### src/rtl/serial_tx_pkg.sv
// Shared types and defaults for the serial shift transmitter.
// The LATCH state exists only when SERIAL_TX_LATCH_EN is defined.
package serial_tx_pkg;

  localparam int DEFAULT_WIDTH   = 32;
  localparam int DEFAULT_CLK_DIV = 4;

  typedef enum logic [2:0] {
    IDLE,
    SETUP,
    HIGH,
`ifdef SERIAL_TX_LATCH_EN
    LATCH,
`endif
    DONE
  } tx_state_e;

endpackage

### src/rtl/serial_tx_tick_gen.sv
// Half-period tick generator: tick is high on the last of every CLK_DIV cycles.
// restart synchronously reloads the count so each FSM state starts a fresh period.
module serial_tx_tick_gen
  import serial_tx_pkg::*;
#(
  parameter int CLK_DIV = DEFAULT_CLK_DIV
) (
  input  logic clk,
  input  logic reset,
  input  logic restart,
  output logic tick
);

  localparam int CNT_W = $clog2(CLK_DIV);
  localparam logic [CNT_W-1:0] LAST = CNT_W'(CLK_DIV - 1);

  logic [CNT_W-1:0] cnt;

  always_ff @(posedge clk or negedge reset) begin
    if (!reset) begin
      cnt <= '0;
    end else if (restart || tick) begin
      cnt <= '0;
    end else begin
      cnt <= cnt + CNT_W'(1);
    end
  end

  assign tick = (cnt == LAST);

endmodule

### src/rtl/serial_shift_transmitter.sv
// Parallel-to-serial transmitter, LSB first, with generated sclk.
// Define SERIAL_TX_LATCH_EN to add a CLK_DIV-cycle latch strobe before done.
module serial_shift_transmitter
  import serial_tx_pkg::*;
#(
  parameter int WIDTH   = DEFAULT_WIDTH,
  parameter int CLK_DIV = DEFAULT_CLK_DIV
) (
  input  logic             clk,
  input  logic             reset,
  input  logic [WIDTH-1:0] data_in,
  input  logic             valid,
  output logic             ready,
  output logic             sclk,
  output logic             sdata,
  output logic             latch,
  output logic             done
);

  if (WIDTH < 2) begin : g_width_check
    $error("serial_shift_transmitter: WIDTH must be at least 2");
  end
  if (CLK_DIV < 2) begin : g_div_check
    $error("serial_shift_transmitter: CLK_DIV must be at least 2");
  end

  localparam int BIT_W = $clog2(WIDTH);
  localparam logic [BIT_W-1:0] LAST_BIT = BIT_W'(WIDTH - 1);

  tx_state_e        state;
  tx_state_e        next_state;
  logic [WIDTH-1:0] shift_word;
  logic [BIT_W-1:0] bit_cnt;
  logic             tick;
  logic             restart;
  logic             accept;
  logic             last_bit;

  assign accept   = (state == IDLE) && valid;
  assign last_bit = (bit_cnt == LAST_BIT);
  assign restart  = (next_state != state);
  assign sdata    = shift_word[0];

  serial_tx_tick_gen #(
    .CLK_DIV (CLK_DIV)
  ) u_tick_gen (
    .clk     (clk),
    .reset   (reset),
    .restart (restart),
    .tick    (tick)
  );

  always_comb begin
    next_state = state;
    case (state)
      IDLE:  if (accept) next_state = SETUP;
      SETUP: if (tick) next_state = HIGH;
      HIGH: begin
        if (tick) begin
          if (!last_bit) begin
            next_state = SETUP;
          end else begin
`ifdef SERIAL_TX_LATCH_EN
            next_state = LATCH;
`else
            next_state = DONE;
`endif
          end
        end
      end
`ifdef SERIAL_TX_LATCH_EN
      LATCH: if (tick) next_state = DONE;
`endif
      DONE:    next_state = IDLE;
      default: next_state = IDLE;
    endcase
  end

  // Outputs are registered from next_state so they align with state and never glitch.
  always_ff @(posedge clk or negedge reset) begin
    if (!reset) begin
      state <= IDLE;
      ready <= 1'b1;
      sclk  <= 1'b0;
      done  <= 1'b0;
    end else begin
      state <= next_state;
      ready <= (next_state == IDLE);
      sclk  <= (next_state == HIGH);
      done  <= (next_state == DONE);
    end
  end

`ifdef SERIAL_TX_LATCH_EN
  logic latch_q;

  always_ff @(posedge clk or negedge reset) begin
    if (!reset) begin
      latch_q <= 1'b0;
    end else begin
      latch_q <= (next_state == LATCH);
    end
  end

  assign latch = latch_q;
`else
  assign latch = 1'b0;
`endif

  // The word shifts only when another bit follows, so sdata moves as sclk falls.
  always_ff @(posedge clk or negedge reset) begin
    if (!reset) begin
      shift_word <= '0;
      bit_cnt    <= '0;
    end else if (accept) begin
      shift_word <= data_in;
      bit_cnt    <= '0;
    end else if (state == HIGH && tick && !last_bit) begin
      shift_word <= {1'b0, shift_word[WIDTH-1:1]};
      bit_cnt    <= bit_cnt + BIT_W'(1);
    end
  end

endmodule
### config.mk
export PLATFORM = sky130hd
export DESIGN_NAME = serial_shift_transmitter
export DESIGN_NICKNAME = d
export VERILOG_FILES = /design/src/rtl/serial_tx_pkg.sv /design/src/rtl/serial_tx_tick_gen.sv /design/src/rtl/serial_shift_transmitter.sv
export SDC_FILE = /design/constraint.sdc
export NUM_CORES = 1
export LEC_CHECK = 0
export ABC_AREA = 1
export CAP_MARGIN = 20
export CELL_PAD_IN_SITES_DETAIL_PLACEMENT = 0
export CELL_PAD_IN_SITES_GLOBAL_PLACEMENT = 2
export CORE_UTILIZATION = 27
export CTS_CLUSTER_SIZE = 10
export DETAILED_ROUTE_END_ITERATION = 16
export GPL_TIMING_DRIVEN = 0
export PLACE_DENSITY_LB_ADDON = 0.1
export SLEW_MARGIN = 20
export SYNTH_ARGS = -nofsm -noshare
export SYNTH_HDL_FRONTEND = slang
export SYNTH_SLANG_ARGS = --single-unit
### constraint.sdc
create_clock -name clk -period 1.59 [get_ports clk]
set_input_delay 0.477 -clock clk [delete_from_list [all_inputs] [get_ports clk]]
set_output_delay 0.477 -clock clk [all_outputs]
set_load 0.1 [all_outputs]
==> results.txt <==
- Total via count after detailed routing: 1715
* Cell area after synthesis: 2016 um2
- Fraction of layout cells with a size suffix above 1: 35.35%
* Clock input transition at the sequential cells of the worst setup and hold paths: 90 ps
* Per-instance average area after synthesis: 8.614 um2
- The net count of the finished layout is 334.
- Seq/Total Area, Yosys: 55.93%
- Area overhead of the layout relative to synthesis: 49.66%
* Post-synthesis sequential element count: 45
- Summing all flip-flop and latch instances after layout gives 1127 um2.
* Areal power density over the cells: 933.3 nW/um2
- For the final routed database, the setup TNS stands at -2757 ps.
* Clock skew: 10.65 ps
- In this run, post-CTS hold repair placed 0 buffers.
* Combined global-route utilization of all metal layers: 12.97%
* Max_cap viols: 0
- The initial antenna violation count came to 0.
* Number of placed I/O pins: 40
* Outcome: finished, violations left
- During placement, the flow inserted port buffers numbering 38.
- Routability congestion estimate from global placement: 0.6944
- Proportion of register bits with asynchronous set or reset after synthesis: 100.0%
- Clock tree from TritonCTS: done
- The routed design has 4638 um of wire.
- Timing-limited maximum frequency: 594.2 MHz
- The first global-routing pass estimated 7700 um of wire.
- The initial utilization of the core area, before any placement, comes to 27.79%.
- The worst setup path is captured at a flop.
- Once detail routing completed, the nets flagged for antenna violations numbered 0.
* Slowest cell on crit path: sky130_fd_sc_hd__dfrtp_1
- Across all hold checks on the routed design, the worst slack comes to 96.90 ps.
- The worst setup path is of the reg2reg kind.
- Via count of the first global-routing pass: 1589
* Vertical die dimension: 88.41 um
- The final reports fail on negative setup slack.
- CTS Buf Count: 5
- Number of enable flip-flop cells after synthesis: 0
- Data arrives at the worst endpoint at 1870 ps.
- Max clock buf depth: 2
- FILL cells: 766
* Core Area: 7253 um2
- Worst R2R Setup Slack: -90 ps
* Final core area utilization: 41.59%
* Pin count of the biggest net entering global routing: 30
- Most instantiated flip-flop cell in the synthesis netlist: sky130_fd_sc_hd__dfrtp_1
- IR analysis of the VDD net gives a maximum drop of 0.0003391 V.
- Clock latency on the worst-skew pair: 300 ps
- Detailed router's first-iteration violation count: 66
* Final period demand of the worst path: 1683 ps
- HPWL after detailed placement: 2956 um
* Final count of hold timing violations: 0
- The floorplan has 31 rows.
- Number of pins with negative max-slew slack in the final report: 0
- The die covers 7815 um2.
- In this run the worst path has a maximum fanout of 7.
* RSZ-0062 raised after global routing: true
- Path class of the lowest-slack min-delay path: in2async
* Final antenna diode count: 0
- Final worst path period share: 105.8%
* Number of search-and-repair iterations in the first detailed-routing pass: 4
- After global routing the overflow that remains totals 0.
* X dimension of the die: 88.41 um
- In the post-route analysis, the smallest setup slack over all paths is -92.98 ps.
- Startpoint Class: flop
- The cell sitting at the root of the clock tree is a sky130_fd_sc_hd__clkbuf_8.
- # clock sinks: 45
- At the placement stage, the worst setup path has a slack of -498.5 ps.
- Number of cells produced by synthesis: 234
* Count of different cell masters after synthesis: 23
- The multi-input combinational cells in the finished layout cover a total of 1032 um2.
- Leak pwr: 1.492 nW
- The design draws 2.815 mW.
- The H-tree was split into 2 levels.
- Traced cell by cell, the critical path runs through ha_2, and3_4, ha_4, inv_2, nand4_1, inv_4, nor2_8, buf_6, nand2_2, nand3_2.
* Longest individual stage delay on the worst path: 390 ps
- The Yosys step of the flow raised 0 warnings.
- For the worst setup path, the data required time is 1780 ps.
* Number of design rule violations left after detail routing: 0
* Post-DR vias/cell: 4.331
- Dividing the detail-routed wire length by the instance count gives 11.71 um.
* Final setup violation count: 35
placed cells by master, fill, tap and decap left out, types with 2 or more instances in the layout:
| cell | count |
|---|---|
| sky130_fd_sc_hd__inv_4 | 2 |
| sky130_fd_sc_hd__buf_2 | 5 |
| sky130_fd_sc_hd__nand3_2 | 24 |
| sky130_fd_sc_hd__buf_6 | 8 |
| sky130_fd_sc_hd__clkdlybuf4s50_1 | 33 |
| sky130_fd_sc_hd__conb_1 | 2 |
| sky130_fd_sc_hd__nor2_4 | 2 |
| sky130_fd_sc_hd__clkbuf_8 | 6 |
| sky130_fd_sc_hd__nand2_4 | 2 |
| sky130_fd_sc_hd__buf_4 | 15 |
| sky130_fd_sc_hd__nand2_2 | 29 |
| sky130_fd_sc_hd__nand3_1 | 16 |
| sky130_fd_sc_hd__inv_1 | 4 |
| sky130_fd_sc_hd__dfrtp_1 | 44 |
| sky130_fd_sc_hd__nand2_1 | 78 |
| sky130_fd_sc_hd__nor2_1 | 8 |
state kept, by name, indices dropped and copies added (netlist names):
register        count
sclk                1
bit_cnt             5
u_tick_gen.cnt      2
ready               1
state               3
shift_word         32
done                1
worst max-delay path, delay by kind of cell, from the launching register on:
| kind | cells | cell delay, ps |
|---|---|---|
| flip-flops | 1 | 390 |
| AND/OR/NAND/NOR | 5 | 470 |
| buffers and inverters | 3 | 350 |
| adder cells (fa/ha/maj) | 2 | 340 |
power breakdown:
group	internal, mW	switching, mW	leakage (nW)	total, mW
logic	0.236	0.268	0.867	0.504
registers	1.30	0.106	0.566	1.41
clock network	0.513	0.391	0.0585	0.904
total	2.05	0.765	1.49	2.82
Yosys cell counts (all sizes together), types with 2 or more instances:
master | count | area [um2]
buf | 10 | 82.57
dfrtp | 44 | 1101
ha | 3 | 37.54
inv | 7 | 26.28
nand2 | 109 | 411.7
nand3 | 40 | 200.2
nor2 | 10 | 61.31
xor2 | 2 | 17.52
cell families (layout without fill, tap and decap cells):
family / Yosys count / after routing / share of synthesized area, %
XOR/XNOR: 3 / 3 / 1.304
buffers and inverters: 17 / 78 / 5.400
flip-flops: 45 / 45 / 55.93
AND/OR/NAND/NOR: 162 / 163 / 34.33
adder cells (fa/ha/maj): 3 / 3 / 1.862
AO/OA/AOI/OAI: 3 / 3 / 0.9932
other: 1 / 2 / 0.1860
metrics by stage:
step / area, um2 / std cells
finish: 3017 / 396
global route: 3017 / 396
CTS: 2854 / 393
detailed placement: 2544 / 373
global placement: 2529 / 372
floorplan: 2024 / 235
layer usage:
layer	wire (um)	GRT usage (%)
met5	0	0
met4	73	4.839
met3	178	3.172
met2	2111	19.79
met1	2274	17.85
timing repair:
item                                   in CTS  in global routing
gates cloned                                4                  0
gates resized for setup                    54                 38
pin swaps                                   2                  5
endpoints found under the hold margin       0                  0
setup endpoints to repair                  40                 38
setup buffers                               8                  4
cell type report:
class	count	area share [%]
timing repair buffer	53	16.59
multi-input combinational	174	34.22
clock inverter	1	0.9954
buffer	10	2.820
tap	99	4.106
clock buffer	7	2.862
sequential	45	37.37
inverter	7	1.037
path summary, 6_finish.rpt:
path / from / end / cells past startpoint
worst max register to register: bit_cnt[1] / shift_word[16] / 10
worst min register to register: u_tick_gen.cnt[0] / u_tick_gen.cnt[0] / 1
worst min-delay path: reset / shift_word[8] / 1
min in group clk: u_tick_gen.cnt[0] / u_tick_gen.cnt[0] / 1
worst max-delay path: bit_cnt[1] / shift_word[16] / 10
max in group asynchronous: reset / shift_word[31] / 2
(Power assumes the default switching activity.)
